**config.mk**
```make
export PLATFORM = sky130hd
export DESIGN_NAME = edge_event_arbiter
export DESIGN_NICKNAME = d
export VERILOG_FILES = /design/src/rtl/edge_arb_pkg.sv /design/src/rtl/edge_rr_pick.sv /design/src/rtl/edge_event_arbiter.sv
export SDC_FILE = /design/constraint.sdc
export NUM_CORES = 1
export LEC_CHECK = 0
export ABC_AREA = 1
export CAP_MARGIN = 20
export CELL_PAD_IN_SITES_DETAIL_PLACEMENT = 0
export CELL_PAD_IN_SITES_GLOBAL_PLACEMENT = 1
export CORE_ASPECT_RATIO = 0.9
export CORE_MARGIN = 2
export CORE_UTILIZATION = 35
export DETAILED_ROUTE_END_ITERATION = 7
export PLACE_DENSITY_LB_ADDON = 0.1
export SYNTH_ARGS = -nofsm -noshare
export SYNTH_HDL_FRONTEND = slang
export SYNTH_SLANG_ARGS = --single-unit
```
**constraint.sdc**
```tcl
create_clock -name i_clk -period 2.8 [get_ports i_clk]
set_clock_uncertainty 0.1 [all_clocks]
set_input_delay 0.56 -clock i_clk [delete_from_list [all_inputs] [get_ports i_clk]]
set_output_delay 0.56 -clock i_clk [all_outputs]
set_load 0.005 [all_outputs]
```
**src/rtl/edge_arb_pkg.sv**
```systemverilog
// Shared types and the round-robin search used by the edge event arbiter.
// The search is written once at the widest supported line count and narrowed by callers.
package edge_arb_pkg;

  localparam int MAX_CH  = 16;
  localparam int MAX_IDW = 4;

  typedef enum logic [1:0] {
    ST_IDLE  = 2'd0,
    ST_OFFER = 2'd1
  } state_t;

  typedef struct packed {
    logic               found;
    logic [MAX_IDW-1:0] idx;
  } pick_t;

  // First set bit of vec at or after ptr, wrapping within the first n lines.
  function automatic pick_t rr_pick(input logic [MAX_CH-1:0]  vec,
                                    input logic [MAX_IDW-1:0] ptr,
                                    input int                 n);
    pick_t res;
    int    j;
    res = '0;
    for (int k = 0; k < MAX_CH; k++) begin
      j = int'(ptr) + k;
      if (j >= n) j = j - n;
      if ((k < n) && !res.found && (j < MAX_CH) && vec[j[MAX_IDW-1:0]]) begin
        res.found = 1'b1;
        res.idx   = j[MAX_IDW-1:0];
      end
    end
    return res;
  endfunction

endpackage

```
**src/rtl/edge_rr_pick.sv**
```systemverilog
// Combinational round-robin finder: lowest set bit of i_vec scanning upward
// from i_ptr with wrap-around.
module edge_rr_pick
  import edge_arb_pkg::*;
#(
  parameter  int N_CH = 4,
  localparam int IDW  = $clog2(N_CH)
) (
  input  logic [N_CH-1:0] i_vec,
  input  logic [IDW-1:0]  i_ptr,
  output logic            o_found,
  output logic [IDW-1:0]  o_idx
);

  pick_t w_pick;
  logic  w_unused_pick;

  always_comb begin
    w_pick = rr_pick(MAX_CH'(i_vec), MAX_IDW'(i_ptr), N_CH);
  end

  assign o_found       = w_pick.found;
  assign o_idx         = w_pick.idx[IDW-1:0];
  assign w_unused_pick = ^w_pick.idx;

endmodule

```
**src/rtl/edge_event_arbiter.sv**
```systemverilog
// Captures rising edges on N_CH lines into sticky pending flags and serves them
// one at a time over valid/ready in round-robin order (Moore FSM).
module edge_event_arbiter
  import edge_arb_pkg::*;
#(
  parameter  int N_CH = 4,
  localparam int IDW  = $clog2(N_CH)
) (
  input  logic            i_clk,
  input  logic            i_rst,
  input  logic [N_CH-1:0] i_in_lines,
  input  logic            i_en,
  output logic            o_evt_valid,
  input  logic            i_evt_ready,
  output logic [IDW-1:0]  o_evt_id,
  output logic [N_CH-1:0] o_pending,
  output logic [N_CH-1:0] o_overflow,
  input  logic            i_ovf_clr,
  output logic [1:0]      o_dbg_state
);

  state_t          r_state;
  state_t          w_state_nxt;
  logic [N_CH-1:0] r_line_q;
  logic [N_CH-1:0] r_pending;
  logic [N_CH-1:0] r_overflow;
  logic [IDW-1:0]  r_rr_ptr;
  logic [IDW-1:0]  r_evt_id;

  logic            w_handshake;
  logic [N_CH-1:0] w_rise;
  logic [N_CH-1:0] w_consume;
  logic [N_CH-1:0] w_pending_nxt;
  logic [N_CH-1:0] w_overflow_nxt;
  logic [IDW-1:0]  w_rr_ptr_nxt;
  logic [IDW-1:0]  w_evt_id_nxt;
  logic            w_idle_found;
  logic [IDW-1:0]  w_idle_idx;
  logic            w_b2b_found;
  logic [IDW-1:0]  w_b2b_idx;

  // A rise coinciding with its own consume keeps the line pending without overflow.
  always_comb begin
    w_handshake = (r_state == ST_OFFER) && i_evt_ready;
    w_rise      = i_in_lines & ~r_line_q;
    w_consume   = '0;
    for (int i = 0; i < N_CH; i++) begin
      w_consume[i] = w_handshake && (r_evt_id == IDW'(i));
    end
    w_pending_nxt  = r_pending & ~w_consume;
    w_overflow_nxt = i_ovf_clr ? '0 : r_overflow;
    if (i_en) begin
      w_pending_nxt  = w_pending_nxt | w_rise;
      w_overflow_nxt = w_overflow_nxt | (w_rise & r_pending & ~w_consume);
    end
    w_rr_ptr_nxt = r_rr_ptr;
    if (w_handshake) begin
      w_rr_ptr_nxt = (r_evt_id == IDW'(N_CH - 1)) ? '0 : r_evt_id + IDW'(1);
    end
  end

  edge_rr_pick #(.N_CH(N_CH)) u_idle_pick (
    .i_vec   (r_pending),
    .i_ptr   (r_rr_ptr),
    .o_found (w_idle_found),
    .o_idx   (w_idle_idx)
  );

  // Picks the follow-on offer from post-handshake flags so offers run without a bubble.
  edge_rr_pick #(.N_CH(N_CH)) u_b2b_pick (
    .i_vec   (w_pending_nxt),
    .i_ptr   (w_rr_ptr_nxt),
    .o_found (w_b2b_found),
    .o_idx   (w_b2b_idx)
  );

  always_comb begin
    w_state_nxt  = r_state;
    w_evt_id_nxt = r_evt_id;
    case (r_state)
      ST_IDLE: begin
        if (w_idle_found) begin
          w_state_nxt  = ST_OFFER;
          w_evt_id_nxt = w_idle_idx;
        end
      end
      ST_OFFER: begin
        if (w_handshake) begin
          if (w_b2b_found) w_evt_id_nxt = w_b2b_idx;
          else             w_state_nxt  = ST_IDLE;
        end
      end
      default: w_state_nxt = ST_IDLE;
    endcase
  end

  always_ff @(posedge i_clk) begin
    if (i_rst) begin
      r_state    <= ST_IDLE;
      r_line_q   <= '1;
      r_pending  <= '0;
      r_overflow <= '0;
      r_rr_ptr   <= '0;
      r_evt_id   <= '0;
    end else begin
      r_state    <= w_state_nxt;
      r_line_q   <= i_in_lines;
      r_pending  <= w_pending_nxt;
      r_overflow <= w_overflow_nxt;
      r_rr_ptr   <= w_rr_ptr_nxt;
      r_evt_id   <= w_evt_id_nxt;
    end
  end

  always_comb begin
    o_evt_valid = (r_state == ST_OFFER);
    o_evt_id    = r_evt_id;
    o_pending   = r_pending;
    o_overflow  = r_overflow;
    o_dbg_state = r_state;
  end

endmodule

```
* Word level (Yosys, flattened, before mapping)
Cells that the tools add are included.
Cells by class: magnitude comparators 24, mux-type cells 45, bitwise gates (word level) 8, equal/unequal tests 8, add/subtract/negate cells 15, reductions and logical operators 30
Operators by type and width (number):
- $lt A32 B6 Y1 const B | 8
- $mux W32 | 8
- $ge A32 B4 Y1 const B | 6
- $sub A32 B4 Y32 const B | 6
- $lt A4 B5 Y1 const B | 8
- $mux W5 | 8
- $bmux W1 S4 | 8
- $logic_and A1 B1 Y1 | 19
- $and A4 B4 Y4 | 4
- $mux W2 | 8
- $add A2 B2 Y3 const B | 4
- $mux W4 | 3
- $mux W1 | 8
- $not A4 Y4 | 2
- $or A4 B4 Y4 | 2
- $pmux W2 S2 | 2
- $sub A2 B3 Y4 const B | 2
- $add A2 B1 Y3 const B | 2
- $ge A2 B3 Y1 const B | 2
- $logic_not A1 Y1 | 6
- $ne A2 B1 Y1 const B | 3
- $eq A2 B1 Y1 const B | 2
- $eq A2 B2 Y1 const B | 2
- $logic_not A2 Y1 | 2
- 5 further kinds | 5
Word-level totals: input bits 9, word-level logic and storage cells 136, register bits after elaboration 18, output and inout port bits 13

* Longest topological paths before layout
depth after elaboration 26, mapped depth 16

* Hierarchy
Synthesis repeated with hierarchy kept, for this count alone.
Unflattened totals: cell total of the unflattened synthesis 236, area, all modules 1526.5 um2
Modules (own cells, without submodules):
- edge_event_arbiter | seq. area each 340.3 um2, area each 780.7 um2, instances 1, cells an instance 108
- edge_rr_pick | seq. area each 0.0 um2, area each 372.9 um2, instances 2, cells an instance 64

* Least setup slack after synthesis
Ideal clock, no wire load.
path kind register to register, from reg r_evt_id[0] (netlist: o_evt_id[0]), to reg r_evt_id[1] (netlist: o_evt_id[1]), stages on the path, launching flop included 17, data required time 2.584 ns, arrival 2.046 ns, setup slack 0.539 ns, library setup time 0.116 ns, path through dfxtp_1 > inv_1 > ha_1 > inv_1 > o21ai_4 > inv_2 > ha_1 > inv_1 > nand3_1 > nand2_2 > nand2_2 > nor2_4 > nand2_2 > nand2_2 > nand2_1 > nand2_1 > a21oi_2
RTL lines:
- start, declared | RTL line edge_event_arbiter.sv:28 | logic [IDW-1:0] r_evt_id;
- start signal, assigned | RTL line edge_event_arbiter.sv:111 | r_evt_id <= w_evt_id_nxt;
- $add A2 B1 Y2 or $eq A2 B2 Y1 (tied branches) | RTL line edge_event_arbiter.sv:58 | w_rr_ptr_nxt = (r_evt_id == IDW'(N_CH - 1)) ? '0 : r_evt_id + IDW'(1);
- $mux W2 (*) | RTL line edge_event_arbiter.sv:58
- $mux W2 (*) | RTL line edge_event_arbiter.sv:57 | if (w_handshake) begin
- named net u_b2b_pick.i_ptr[1] | RTL line edge_rr_pick.sv:10 | input logic [IDW-1:0] i_ptr,
- parallel branches: the longest is 17 deep, another holds $sub A32 B4 Y32
- $mux W5 (*) | RTL line edge_arb_pkg.sv:28 | if ((k < n) && !res.found && (j < MAX_CH) && vec[j[MAX_IDW-1:0]]) begin
- $mux W2 | RTL line edge_event_arbiter.sv:89 | if (w_b2b_found) w_evt_id_nxt = w_b2b_idx;
- $mux W2 | RTL line edge_event_arbiter.sv:88 | if (w_handshake) begin
- $pmux W2 S2 | RTL line edge_event_arbiter.sv:80 | case (r_state)
Mark *: on every way through the listed nets, which the timed path passes. The select of a mux whose other input is x is not followed. A chain may end at the register's enable or synchronous reset.

* Final worst setup path
from in i_evt_ready, to reg r_evt_id[0] (netlist: o_evt_id[0])
RTL lines:
- start, declared | RTL line edge_event_arbiter.sv:14 | input logic i_evt_ready,
- $logic_and A1 B1 Y1 (*) | RTL line edge_event_arbiter.sv:44 | w_handshake = (r_state == ST_OFFER) && i_evt_ready;
- $mux W2 (*) | RTL line edge_event_arbiter.sv:57
- named net u_b2b_pick.i_ptr[1] | RTL line edge_rr_pick.sv:10
- parallel branches: the longest is 17 deep, another holds $sub A32 B4 Y32
- $mux W5 (*) | RTL line edge_arb_pkg.sv:28
- $mux W2 | RTL line edge_event_arbiter.sv:89
- $mux W2 | RTL line edge_event_arbiter.sv:88
- $pmux W2 S2 | RTL line edge_event_arbiter.sv:80
Marked as above.

==> metrics.md <==
| Metric | Value |
|---|---|
| RSZ-0062 raised after global routing | no |
| CP endpoint kind | flop |
| Initial DRC count | 38 |
| Filler cells | roughly 360 |
| TritonRoute pass-1 iters | 4 |
| Share of cells above drive strength 1 | 15.1% |
| Fmax | 397 MHz |
| Largest family of logic cells by synthesized area | simple AND/OR/NAND/NOR gates |
| DIE WIDTH | roughly 68 um |
| Num ports | 22 |
| DP Wirelength | approximately 2500 um |
| CP Class | input pin to flop |
| Initial antenna violation count | 0 |
| Crit path top cell by count | nand2_2 |
| Setup tns final | 0 ns |
| Reg2reg path depth | 16 |
| Buf+Inv Stages, Crit Path | 3 |
| Clock latency on the worst-skew pair | 0.25 ns |
| Clock Path Buffers | 2 |
| Area after DPL | ~1600 um2 |
| CP Max Fanout | 7 |
| Design area | approximately 1600 um2 |
| Hold Crit Start | o_overflow[2] |
| MaxCap Viol Count | 0 |
| Minimum clock period | between 2 and 3 ns |
| Number of global-route vias before repair | roughly 1200 |
| Residual DRC | 0 |
| Register bit total from synthesis | 17 |
| Final #Nets | 240 |
| Synth Area in XOR/XNOR | 0% |
| Mapped Cells | approximately 190 |
| Antenna cells | 0 |
| Largest net degree at the start of global routing | 16 |
| Tcrit/Tclk final | about nine tenths |
| CTS resizes | 0 |
| Tot GR Track Use | around 17% |
| Routability congestion estimate from global placement | 0.809 |
| Pwr/cell area | between 700 and 800 nW/um2 |
| Reg2reg end | o_evt_id[0] |
| Startpoint types | input pin |
| Leak Pwr | 0.765 nW |
| Routed wire per std cell | about 12 um |
| Num rows | 20 |
| Ys Warns | 0 |
| Antenna viol nets, final | 0 |
| Post-CTS setup buffers | 0 |
| Fin. max-slew vios | 0 |
| Worst-path clk slew | around 0.07 ns |
| CP max-delay cell | clkdlybuf4s50_1 |
| Simple-Gate Fraction of Synth Area | between 40 and 50% |
| VDD IR max | approximately 0.28 mV |
| Final Hold Viols | 0 |
| CTS tree | yes |
| Vias/cell | 4.72 |
| CP max stage delay | ~0.53 ns |
| Worst reg2reg startpoint | o_evt_id[0] |
| Mapped Area | approximately 1300 um2 |
| Crit path DAT | roughly 2.6 ns |
| Global-route wire length before repair | 5310 um |
| Core ar. | 3450 um2 |
| Final setup viols | 0 |
| Syn_area_per_cell | 6.66 um2 |
| Status | complete, no violations |
| Worst hold endpoint | o_overflow[2] |
| Final wirelength | approximately 3000 um |
| H-Tree Depth | 1 |
| Delay-heaviest family, CP | simple AND/OR/NAND/NOR gates |
| Post-synthesis mux area share | 0% |
| Post-synthesis compound-gate area fraction | approximately a tenth |
| Sequential element share of the synthesized area | about a quarter |
| Die area | between 4000 and 5000 um2 |
| Port buffer count | 20 |
| Hold-fix buffers, CTS | 0 |
| Hold Crit Depth | 2 |
| Distinct cells, synth | 23 |
| CTS Buf Count | 3 |
| Total global routing overflow | 0 |
| Clock Sinks | 17 |
| Worst EP required | approximately 2.9 ns |
| Die H | 61.7 um |
| Vias | 1241 |
| Worst hold path type | flop to flop |
| Adder-cell share of the synthesized area | between 10% and 20% |
| Synth-to-Final Area Change | 24.1% |
| Root Buffer | clkbuf_8 |
| Syn_nets | approximately 210 |
| Worst-path cell chain | clkdlybuf4s50_1 -> nand2_4 -> o21ai_4 -> inv_2 -> ha_1 -> inv_1 -> nand3_1 -> nand2_2 -> nand2_2 -> nor2_4 -> nand2_2 -> nand2_2 -> nand2_1 -> nand2_1 -> a21oi_2 |
| Initial core utilization | between 30 and 40% |
| FF-to-FF setup slack | 0.33 ns |
[through the flow]
step                      worst slack, ns  cells  hold WS [ns]  power [mW]  utilization [%]
after floorplan                     0.539    194         0.380       0.859                -
after global placement              0.107    259         0.372        1.03             45.0
after detailed placement           0.0253    259         0.393        1.05             45.0
after CTS                           0.276    263         0.409        1.24             46.4
after global routing               0.0945    263         0.430        1.37             46.4
final                               0.282    263         0.401        1.23             46.4
[kinds of logic (layout without fill, tap and decap cells)]
logic type               count (synthesis)  count (layout)
AO/OA/AOI/OAI                           18              18
flip-flops                              17              17
buffers and inverters                   21              46
other                                    1               1
AND/OR/NAND/NOR                        126             126
adder cells (fa/ha/maj)                 11              11
[report_power, final]
group,switching [mW],internal [mW]
clock network,0.0914,0.100
logic,0.450,0.293
registers,0.0292,0.270
[worst min-delay path, cell delays in order (launching register included)]
cell	delay, ns
dfxtp_1	0.34
a2bb2oi_1	0.06
nor2_1	0.07
[Yosys cell counts (all sizes together)]
cell type | instances | area [um2]
a31oi | 1 | 6.26
dfxtp | 17 | 340
nand3 | 18 | 90.1
nand3b | 5 | 37.5
conb | 1 | 3.75
a21oi | 9 | 52.6
nor2 | 23 | 93.8
clkbuf | 1 | 3.75
buf | 4 | 33.8
or2 | 4 | 25.0
a2bb2oi | 4 | 35.0
o21ai | 4 | 42.5
inv | 16 | 60.1
nand2 | 75 | 324
nand4 | 1 | 6.26
ha | 11 | 138
[cells in the final DEF (no fill, tap or decap)]
cell type,Yosys,final
nand2_1,62,62
nor2_1,22,22
clkdlybuf4s50_1,0,20
nand3_1,18,18
dfxtp_1,17,17
inv_1,15,15
nand2_2,11,11
ha_1,11,11
a21oi_1,7,7
buf_4,3,6
nand3b_1,5,5
or2_2,4,4
a2bb2oi_1,4,4
clkbuf_8,0,3
nand2_4,2,2
o21ai_4,2,2
o21ai_0,2,2
a21oi_2,2,2
inv_2,1,1
nor2_4,1,1
nand4_1,1,1
a31oi_1,1,1
conb_1,1,1
clkinvlp_4,0,1
[worst max path at each step]
| stage | start | cells after the start | slack, ns | to |
|---|---|---|---|---|
| 2_1_floorplan | o_evt_id[0] | 16 | 0.54 | o_evt_id[1] |
| 3_3_place_gp | i_evt_ready | 14 | 0.11 | o_evt_id[0] |
| 3_5_place_dp | i_evt_ready | 15 | 0.03 | o_evt_id[0] |
| 4_1_cts | i_evt_ready | 15 | 0.28 | o_evt_id[0] |
| 5_1_grt | o_evt_id[0] | 15 | 0.09 | o_evt_id[0] |
| 6_report | i_evt_ready | 15 | 0.28 | o_evt_id[0] |
[state kept, by name (all words and copies together) (netlist names)]
name,cells
o_overflow,4
o_pending,4
r_line_q,4
o_evt_id,2
r_rr_ptr,2
o_dbg_state,1
[area by class of cell]
class | count | area (um2) | area share [%]
clock buffer | 3 | 41.3 | 2.57
clock inverter | 1 | 7.51 | 0.468
inverter | 16 | 60.1 | 3.74
multi-input combinational | 156 | 855 | 53.3
sequential | 17 | 340 | 21.2
tap | 44 | 55.1 | 3.43
timing repair buffer | 26 | 245 | 15.3
[layer usage]
| layer | global-route usage (%) | routed length [um] |
|---|---|---|
| met4 | 4.29 | 27 |
| met2 | 29.4 | 1460 |
| met3 | 3.29 | 79 |
| met5 | 0 | 0 |
| met1 | 21.3 | 1480 |
Power figures use the tool's default switching activity.
